[config.mk]
export PLATFORM = sky130hd
export DESIGN_NAME = branch_resolve_unit
export DESIGN_NICKNAME = d
export VERILOG_FILES = /design/src/rtl/branch_resolve_unit.sv
export SDC_FILE = /design/constraint.sdc
export NUM_CORES = 1
export LEC_CHECK = 0
export ABC_AREA = 1
export BUFFER_PORTS_ARGS = -buffer_cell sky130_fd_sc_hd__buf_2
export CORE_MARGIN = 4
export CORE_UTILIZATION = 32
export DETAILED_ROUTE_END_ITERATION = 10
export SLEW_MARGIN = 20
export SYNTH_ARGS = -nofsm -noshare
export SYNTH_HDL_FRONTEND = slang
export SYNTH_SLANG_ARGS = --single-unit
[constraint.sdc]
create_clock -name clk -period 7 [get_ports clk]
set_input_delay 1.75 -clock clk [delete_from_list [all_inputs] [get_ports clk]]
set_output_delay 1.75 -clock clk [all_outputs]
set_load 0.005 [all_outputs]
[src/rtl/branch_resolve_unit.sv]
// branch_resolve_unit
//   Execute-side partner of the fetch branch predictor. Fetch pushes each
//   conditional branch's prediction into an in-order in-flight queue; execute
//   resolves the oldest entry. Mispredictions produce a one-cycle flush with the
//   correct fetch PC, and every resolve produces a predictor-update pulse.
//   Saturating counters track resolved branches and mispredictions.
//
// Ports
//   clk, reset                     rising-edge clock, synchronous active-high reset
//   push_valid/pc/pred/pred_target fetch-side push of one predicted branch
//   push_ready                     queue not full (depends on occupancy only)
//   resolve_valid/taken/target     execute-side resolution of the oldest branch
//   flush, redirect_pc             registered squash pulse and correct fetch PC
//   upd_valid, upd_taken           registered predictor-update pulse and outcome
//   resolve_error                  registered pulse: resolve with an empty queue
//   q_count                        current queue occupancy
//   branch_count, mispredict_count saturating performance counters
//
// Handshake: a push is accepted on a rising edge where push_valid && push_ready;
// a resolve is accepted where resolve_valid && q_count != 0. Neither side may
// assume acceptance otherwise; all results appear one cycle after acceptance.

module branch_resolve_unit #(
    parameter int DEPTH = 4,
    parameter int XLEN  = 32,
    parameter int CNT_W = 32
) (
    input  logic                       clk,
    input  logic                       reset,
    input  logic                       push_valid,
    input  logic [XLEN-1:0]            push_pc,
    input  logic                       push_pred,
    input  logic [XLEN-1:0]            push_pred_target,
    output logic                       push_ready,
    input  logic                       resolve_valid,
    input  logic                       resolve_taken,
    input  logic [XLEN-1:0]            resolve_target,
    output logic                       flush,
    output logic [XLEN-1:0]            redirect_pc,
    output logic                       upd_valid,
    output logic                       upd_taken,
    output logic                       resolve_error,
    output logic [$clog2(DEPTH):0]     q_count,
    output logic [CNT_W-1:0]           branch_count,
    output logic [CNT_W-1:0]           mispredict_count
);

    localparam int PTR_W = $clog2(DEPTH);
    localparam int CW    = PTR_W + 1;
    localparam logic [CW-1:0]    FULL_C  = CW'(DEPTH);
    localparam logic [CNT_W-1:0] CNT_MAX = {CNT_W{1'b1}};

    // Queue storage
    logic [XLEN-1:0]  pc_mem  [DEPTH];
    logic             pred_mem[DEPTH];
    logic [XLEN-1:0]  tgt_mem [DEPTH];

    logic [PTR_W-1:0] head_q, tail_q;
    logic [CW-1:0]    count_q;

    logic             flush_q, upd_valid_q, upd_taken_q, resolve_error_q;
    logic [XLEN-1:0]  redirect_q;
    logic [CNT_W-1:0] branch_cnt_q, mispred_cnt_q;

    logic             push_acc, res_acc, mispredict;
    logic             head_pred;
    logic [XLEN-1:0]  head_pc, head_tgt, correct_pc;

    assign push_ready = (count_q != FULL_C);
    assign push_acc   = push_valid && push_ready;
    assign res_acc    = resolve_valid && (count_q != '0);

    assign head_pc   = pc_mem[head_q];
    assign head_pred = pred_mem[head_q];
    assign head_tgt  = tgt_mem[head_q];

    // Wrong direction, or right "taken" direction but wrong target.
    assign mispredict = res_acc &&
                        ((resolve_taken != head_pred) ||
                         (resolve_taken && head_pred && (resolve_target != head_tgt)));

    assign correct_pc = resolve_taken ? resolve_target : (head_pc + XLEN'(4));

    // Storage has no reset; pointers and occupancy define which entries are live.
    always_ff @(posedge clk) begin
        if (!reset && push_acc && !mispredict) begin
            pc_mem[tail_q]   <= push_pc;
            pred_mem[tail_q] <= push_pred;
            tgt_mem[tail_q]  <= push_pred_target;
        end
    end

    always_ff @(posedge clk) begin
        if (reset) begin
            head_q          <= '0;
            tail_q          <= '0;
            count_q         <= '0;
            flush_q         <= 1'b0;
            redirect_q      <= '0;
            upd_valid_q     <= 1'b0;
            upd_taken_q     <= 1'b0;
            resolve_error_q <= 1'b0;
            branch_cnt_q    <= '0;
            mispred_cnt_q   <= '0;
        end else begin
            flush_q         <= mispredict;
            upd_valid_q     <= res_acc;
            resolve_error_q <= resolve_valid && (count_q == '0);
            if (mispredict) redirect_q  <= correct_pc;
            if (res_acc)    upd_taken_q <= resolve_taken;

            if (res_acc && (branch_cnt_q != CNT_MAX))
                branch_cnt_q <= branch_cnt_q + 1'b1;
            if (mispredict && (mispred_cnt_q != CNT_MAX))
                mispred_cnt_q <= mispred_cnt_q + 1'b1;

            if (mispredict) begin
                // Everything younger is wrong-path, including a same-cycle push.
                head_q  <= '0;
                tail_q  <= '0;
                count_q <= '0;
            end else begin
                if (push_acc) tail_q <= tail_q + 1'b1;
                if (res_acc)  head_q <= head_q + 1'b1;
                count_q <= count_q + CW'(push_acc) - CW'(res_acc);
            end
        end
    end

    assign flush            = flush_q;
    assign redirect_pc      = redirect_q;
    assign upd_valid        = upd_valid_q;
    assign upd_taken        = upd_taken_q;
    assign resolve_error    = resolve_error_q;
    assign q_count          = count_q;
    assign branch_count     = branch_cnt_q;
    assign mispredict_count = mispred_cnt_q;

endmodule

Word-level counts from Yosys, hierarchy flattened --
Memory sizes are Yosys's and may differ from the RTL's. A register that Yosys moved wholly into a read port is not among the register bits. Index checks and enable logic that the tools add are counted. W data, S select, Z words.
Word-level totals: memory bits (writable) 260, output and inout port bits 104, input bits 102, memories kept 3, register bits after elaboration 107
Operators by class: $add $sub $neg 7, equality and inequality tests 5, reductions and logical operators 16, multiplexer cells 9
Memory list:
- pc_mem | words 4, width 32, rd ports 1, clocked after Yosys merged registers in 1, wr ports 1, RTL line 54 | logic [XLEN-1:0] pc_mem [DEPTH];
- tgt_mem | words 4, width 32, rd ports 1, clocked after Yosys merged registers in 1, wr ports 1, RTL line 56 | logic [XLEN-1:0] tgt_mem [DEPTH];
- pred_mem | words 4, width 1, rd ports 1, clocked after Yosys merged registers in 1, wr ports 1, RTL line 55 | logic pred_mem[DEPTH];
Operators by type and width (count):
- $add A32 B1 Y32 const B | 2
- $ne A32 B32 Y1 const B | 2
- $add A32 B3 Y32 const B | 1
- $mux W32 | 1
- $ne A32 B32 Y1 | 1
- $mux W2 | 6
- $logic_and A1 B1 Y1 | 10
- $add A2 B1 Y2 const B | 2
- $add A3 B1 Y3 | 1
- $logic_not A3 Y1 | 1
- $ne A3 B3 Y1 const B | 1
- $reduce_bool A3 Y1 | 1
- $sub A3 B1 Y3 | 1
- $logic_not A1 Y1 | 2
- $mux W1 | 2
- $reduce_or A2 Y1 | 1
- $logic_or A1 B1 Y1 | 1
- $ne A1 B1 Y1 | 1

Longest topological paths before layout --
Gate-level depths: netlist of run 1.
depth in word-level cells 8, gate-level depth with buffers 21, mapped depth without buffers 18

Worst setup path after synthesis of run 1 --
OpenSTA, ideal clock, no wires.
path type in2reg, start point input port resolve_target[25], end point memory pc_mem[0][0] (enable), cell stages on the path 15, data required time 6511 ps, slack 1040 ps, setup time 489 ps, path buffers 1, data arrival time 5471 ps, path through inv_1 -> nand3_1 -> nand2_1 -> inv_1 -> nand2_1 -> nor2_1 -> nand2_1 -> nor2_1 -> nand2_1 -> nand2_1 -> nand2_2 -> nand2_2 -> buf_6 -> nand4_1 -> nor2_1
On the way: longest elaborated chain between the ends 8
Ends and longest elaborated chain:
- start, declared | RTL line 37 | input logic [XLEN-1:0] resolve_target,
- $ne A32 B32 Y1 | RTL line 80 | (resolve_taken && head_pred && (resolve_target != head_tgt)));
- $logic_and A1 B1 Y1 | RTL line 80
- $logic_or A1 B1 Y1 | RTL line 79 | ((resolve_taken != head_pred) ||
- $logic_and A1 B1 Y1 | RTL line 78 | assign mispredict = res_acc &&
- $logic_not A1 Y1 | RTL line 86 | if (!reset && push_acc && !mispredict) begin
- $logic_and A1 B1 Y1 | RTL line 86
- $mux W1 | RTL line 86
- $mux W1 (not written as such) | RTL line 87 | pc_mem[tail_q] <= push_pc;
- end, declared | RTL line 54
Every way passes these cells.

==> results of run 1 <==
flip-flops by register name, indices dropped and copies added, names as in the netlist, 2 cells and up, named ones only:
register,cells
head_q,2
pc_mem,128
tail_q,2
pred_mem,4
q_count,3
mispredict_count,32
redirect_pc,32
tgt_mem,128
branch_count,32
per-layer routing:
layer  part of all wire (%)  wire (um)  track usage (%)  up-vias
met5                  0.087         44                0        -
met4                    2.7       1360             5.14        6
met3                    7.9       3990             3.58       80
met2                     46      23100             27.6      475
met1                     44      22000             22.9     6612
li1                       -          -                -     6888
worst max path at each step:
stage                             from             to  slack, ps  cells after the start
CTS                          flip-flop  pc_mem[3][16]       2300                     18
global placement             flip-flop  pc_mem[3][27]       2390                     18
detailed placement           flip-flop  pc_mem[3][28]       2330                     15
global route                 flip-flop  pc_mem[0][24]       1970                     18
floorplan           resolve_target[25]   pc_mem[0][0]       1040                     15
finish                       flip-flop   pc_mem[1][2]       2310                     15
where the power goes:
part | switching [mW] | internal (mW)
Sequential | 0.133 | 2.53
Combinational | 1.09 | 0.436
Clock | 0.917 | 1.32
Total | 2.14 | 4.29
placed cells by master (no fill, tap or decap), types with 3 or more instances in the layout:
| master | Yosys | routed |
|---|---|---|
| nor4_1 | 5 | 5 |
| o21bai_1 | 3 | 3 |
| nand4_1 | 47 | 47 |
| inv_1 | 217 | 216 |
| a21oi_1 | 46 | 46 |
| o21a_1 | 5 | 5 |
| ha_1 | 10 | 10 |
| diode_2 | 0 | 3 |
| clkinvlp_4 | 0 | 7 |
| inv_6 | 1 | 3 |
| buf_4 | 15 | 15 |
| bufinv_16 | 0 | 5 |
| nand2_1 | 570 | 570 |
| clkbuf_16 | 0 | 42 |
| nor3b_1 | 3 | 3 |
| edfxtp_1 | 260 | 260 |
| xnor2_1 | 6 | 6 |
| clkbuf_1 | 21 | 5 |
| o22ai_1 | 4 | 4 |
| clkinv_2 | 0 | 10 |
| buf_2 | 24 | 205 |
| nor3_1 | 42 | 42 |
| nand2_2 | 9 | 9 |
| nor2_4 | 1 | 6 |
| nor2_1 | 174 | 170 |
| inv_2 | 4 | 5 |
| nand3_1 | 242 | 242 |
| o21ai_0 | 62 | 62 |
| o21ai_1 | 14 | 14 |
| nand3b_1 | 7 | 7 |
| xor2_1 | 11 | 11 |
| nor3_2 | 3 | 3 |
| nor2_2 | 12 | 11 |
| dfxtp_1 | 109 | 107 |
cell families (layout without fill, tap and decap cells):
logic type / count (synthesis) / after routing
compound gates: 145 / 145
other cells: 0 / 3
simple gates: 1123 / 1123
buf+inv: 302 / 519
flops: 369 / 369
fa+ha+maj: 11 / 11
xor+xnor: 17 / 17
stage by stage:
stage | power, mW | hold slack, ps | setup slack [ps]
after floorplan | 3.78 | 463 | 1040
after CTS | 6.48 | 471 | 2300
after global placement | 4.21 | 458 | 2390
final | 6.44 | 468 | 2310
after detailed placement | 4.23 | 461 | 2330
after global routing | 6.78 | 494 | 1970
cell type report:
| type | instances | area share, % |
|---|---|---|
| Tap cell | 688 | 4.25 |
| Clock inverter | 26 | 1.53 |
| Timing Repair Buffer | 221 | 5.72 |
| Sequential cell | 369 | 49.4 |
| Clock buffer | 50 | 5.46 |
| Multi-Input combinational cell | 1296 | 29.5 |
| Inverter | 222 | 4.14 |
| Antenna cell | 3 | 0.0371 |
critical path: stages (launching register included):
cell     delay [ps]
dfxtp_2         940
inv_2           630
nand3_1         300
nand3_1          90
nand2_1         120
nand2_1          80
nor2_1           90
nand2_1          70
nor2_1          170
nand2_1          80
nand2_1          70
nand2_2          60
nand2_2          70
nand4_1         380
nor2_4          210
buf_4           790
==> flow_metrics.tcl, run 1 <==
set metrics [dict create \
    status "completed" \
    rsz0062_at_grt "false" \
    synth_edf_count 260 \
    critPathKind "flip-flop to flip-flop" \
    synth_fa_ha_area_share_pct 0.840 \
    synth-async-reset-ratio_pct 0 \
    cellLeakagePower_nw 8.44 \
    max_cap_viol_count 0 \
    dp.cells 2796 \
    holdPathStages 2 \
    setup-violations-final 0 \
    ys_top_cells_by_count "nand2_1, edfxtp_1, nand3_1" \
    netlist_instances 1967 \
    end_kind "flip-flop" \
    drive_above_1_share_pct 15.3 \
    final_hold_viol_count 0 \
    clk_pin_slew_worst_paths_ps 60 \
    nets 2264 \
    synth-compound-area-share_pct 4.58 \
    cts_tree "built" \
    synth_top_family_by_area "simple AND/OR/NAND/NOR gates" \
    design_area_um2 20300 \
    cp-start-kind "flip-flop" \
    slew_viol_final 0 \
    cts.htree.levels 2 \
    grt_use_total_pct 17.0 \
    drt_first_pass_iters 5 \
    synthDominantCellAreaShare_pct 45.2 \
    cts_max_path_buffers 3 \
    clkSinkCount 369 \
    synth_area_per_cell_um2 8.78 \
    max_freq_mhz 213 \
    fin_tns_setup_ps 0 \
    clk_latency_ps 570 \
    multi_input_area_um2 5980 \
    max_slew.worst_pin.slew_ps 1070 \
    dp_hpwl_um 34300 \
    cts_resized 0 \
    grt_pass1_vias 13300 \
    synth.area.top_cells "edfxtp_1, dfxtp_1, nand2_1" \
    period_share_pct 66.9 \
    holdBufCountCts 0 \
    viasPerCell 4.89 \
    synthSimpleGateAreaFrac_pct 28.1 \
    ys_warn_count 0 \
    die_w_um 240 \
    place.gp.congestion 0.918 \
    utilization_pct 38.2 \
    dieArea_um2 57800 \
    min_to "redirect_pc[9]" \
    initial_core_util_pct 32.6 \
    synth_flop_cell "edfxtp_1" \
    crit_arrival_ps 4860 \
    grt_max_degree 92 \
    regToRegSetupSlack_ps 2310 \
    synthMuxAreaShare_pct 0 \
    boundaryPins 206 \
    grt_antenna_before_repair 8 \
    avgRoutedWirePerCell_um 17.6 \
    cts_made_buffers 41 \
    synthMostInstantiatedCell "nand2_1" \
    path_max_fanout 65 \
    first_iter_violations 1080 \
    r2r_cells 15 \
    min_from "redirect_pc[9]" \
    yosys.cell_types.count 45 \
    nFillCells 5339 \
    num_rows 84 \
    num_vias 14100 \
    period_needed_ps 4690 \
    final_antenna_net_count 0 \
    hold_path_class "flip-flop to flip-flop" \
    grt_pass1_wl_um 76000 \
    post-cts-setup-buffer-count 0 \
    placed_area_um2 18800 \
    yosysTopAreaCell "edfxtp_1" \
    root_buffer "clkbuf_16" \
    coreArea_um2 53000 \
    ys_seq_area_share_pct 57.8 \
    area_delta_synth_final_pct 17.2 \
    timing.rr.end "pc_mem[1][2]" \
    fin_skew_ps 27.9 \
    synth_xor_area_share_pct 0.862 \
    grt_overflow 0 \
    die_h_um 240 \
    remaining_drc_errors 0 \
    worstPathRequired_ps 7170 \
    fin_cells 2875 \
    ir_drop_mv 0.169 \
    wirelength_um 50500 \
    synth_nets 2080 \
    power_density_nw_per_um2 318 \
    io_buffer_count 205 \
    maxSlewHeadroom_pct 28.4 \
    syn_area_um2 17300 \
    yosys_register_bits 369 \
    seq_area_um2 9990 \
]
No activity file was read; power rests on OpenSTA's default activity.
==> run 2: changes to the inputs <==
clock period = 4.3 ns   (was 7 ns; I/O delays follow)
==> run 2 against run 1 <==
  * Worst setup slack lost 2000 ps
  * Critical path depth rose by 3
  * Non-clock buffer count rose by 6
  * Critical endpoint is now pred_mem[3]
  * Largest cell class unchanged
  * Highest routed layer is now met4
==> flow_metrics.tcl, run 2 (same netlist as run 1, synthesis figures left out) <==
set metrics [dict create \
    post-cts-setup-buffer-count 0 \
    hold_path_class "flip-flop to flip-flop" \
    grt_max_degree 119 \
    remaining_drc_errors 0 \
    max_freq_mhz 251 \
    cp_common_cell "nand2_1" \
    root_buffer "clkbuf_16" \
    period_needed_ps 3980 \
    path_max_fanout 81 \
    cts_resized 0 \
    timing.hold.ws_ps 465 \
    setup_ws_ps 323 \
    final_antenna_net_count 0 \
    utilization_pct 38.1 \
    path_cells "buf_4, nand2_1, nand3_1, nand2_1, nand2_1, nand2_1, inv_1, nand2_1, nor2_1, nand2_1, nor2_1, nand2_1, nand2_1, nand2_2, nand2_2, nand4_1, nor2_4, buf_4" \
    rsz0062_at_grt "false" \
    setup-violations-final 0 \
    drt_first_pass_iters 5 \
    num_vias 14100 \
    worstPathRequired_ps 4500 \
    clk_latency_ps 570 \
    min_from "redirect_pc[4]" \
    max_slew.worst_pin.slew_ps 958 \
    die_h_um 240 \
    regToRegSetupSlack_ps 320 \
    cp-start-kind "flip-flop" \
    dp_hpwl_um 35600 \
    holdPathStages 2 \
    die_w_um 240 \
    viasPerCell 4.89 \
    status "completed" \
    power_density_nw_per_um2 508 \
    io_buffer_count 205 \
    num_rows 84 \
    boundaryPins 206 \
    layout_commonest_cell "nand2_1" \
    place.gp.congestion 0.925 \
    r2r_cells 18 \
    clkSinkCount 369 \
    largestRegisters "pc_mem (128), tgt_mem (128)" \
    grt_pass1_wl_um 77600 \
    crit_arrival_ps 4180 \
    end_kind "flip-flop" \
    cellLeakagePower_nw 8.45 \
    area_delta_synth_final_pct 16.8 \
    coreArea_um2 53000 \
    slew_viol_final 0 \
    grt_pass1_vias 13500 \
    place_ws_ps 332 \
    max_cap_viol_count 0 \
    grt_use_total_pct 17.4 \
    fin_skew_ps 13.0 \
    clk_pin_slew_worst_paths_ps 60 \
    critPathKind "flip-flop to flip-flop" \
    slowest_stage "buf_4" \
    maxSlewHeadroom_pct 36.1 \
    ir_drop_mv 0.324 \
    period_share_pct 92.5 \
    avgRoutedWirePerCell_um 17.8 \
    grt_antenna_before_repair 5 \
    cts_made_buffers 40 \
    cts.htree.levels 2 \
    holdBufCountCts 0 \
    nets 2269 \
    layout_common_cells "nand2_1, edfxtp_1, nand3_1, inv_1, buf_2" \
    wirelength_um 51200 \
    min_to "redirect_pc[4]" \
    slowest_delay_ps 690 \
    cts_tree "built" \
    fin_tns_setup_ps 0 \
    first_iter_violations 1164 \
    grt_overflow 0 \
    drive_above_1_share_pct 15.3 \
    cts_max_path_buffers 3 \
    timing.rr.end "pred_mem[3]" \
    final_hold_viol_count 0 \
    dieArea_um2 57800 \
    initial_core_util_pct 32.6 \
]
run 2: how the worst max path moves through the flow:
stage / to / slack [ps] / depth (start not counted)
5_1_grt: pred_mem[3] / 20 / 18
3_5_place_dp: pc_mem[3][27] / 330 / 18
2_1_floorplan: pc_mem[0][0] / -980 / 15
6_report: pred_mem[3] / 320 / 18
3_3_place_gp: tgt_mem[3][18] / 380 / 18
4_1_cts: pc_mem[3][30] / 320 / 18
run 2: where the power goes:
part           switching, mW  total [mW]  leakage [nW]  internal, mW
logic                   1.89        2.61          4.56         0.722
registers              0.134        4.25          3.24          4.12
clock network           1.47        3.39         0.649          1.92
total                   3.49        10.3          8.45          6.76
run 2: stage by stage:
step	total power, mW	cells	area (um^2)
floorplan	6.15	1967	17300
global placement	6.90	2802	18900
detailed placement	6.94	2802	18900
CTS	10.4	2875	20200
global route	10.8	2878	20200
finish	10.3	2881	20200
run 2: layout make-up:
cell class,count,area (um^2)
Tap cell,688,861
Clock buffer,56,1170
Timing Repair Buffer,227,1200
Antenna cell,6,15.0
Fill cell,5371,32800
Clock inverter,17,128
Multi-Input combinational cell,1296,5980
Sequential cell,369,9990
Inverter,222,838
run 2: critical path, delay by kind of cell, from the launching register on:
kind	cells	cell delay (ps)
flip-flops	1	360
buffers and inverters	3	1280
AND/OR/NAND/NOR	15	1850
run 2: metal layers:
metal | GRT usage [%] | vias to the layer above | routed length, um
li1 | - | 6900 | -
met3 | 3.21 | 84 | 4010
met4 | 5.84 | 0 | 1370
met5 | 0 | - | 0
met2 | 28.3 | 455 | 23800
met1 | 23.6 | 6640 | 22000
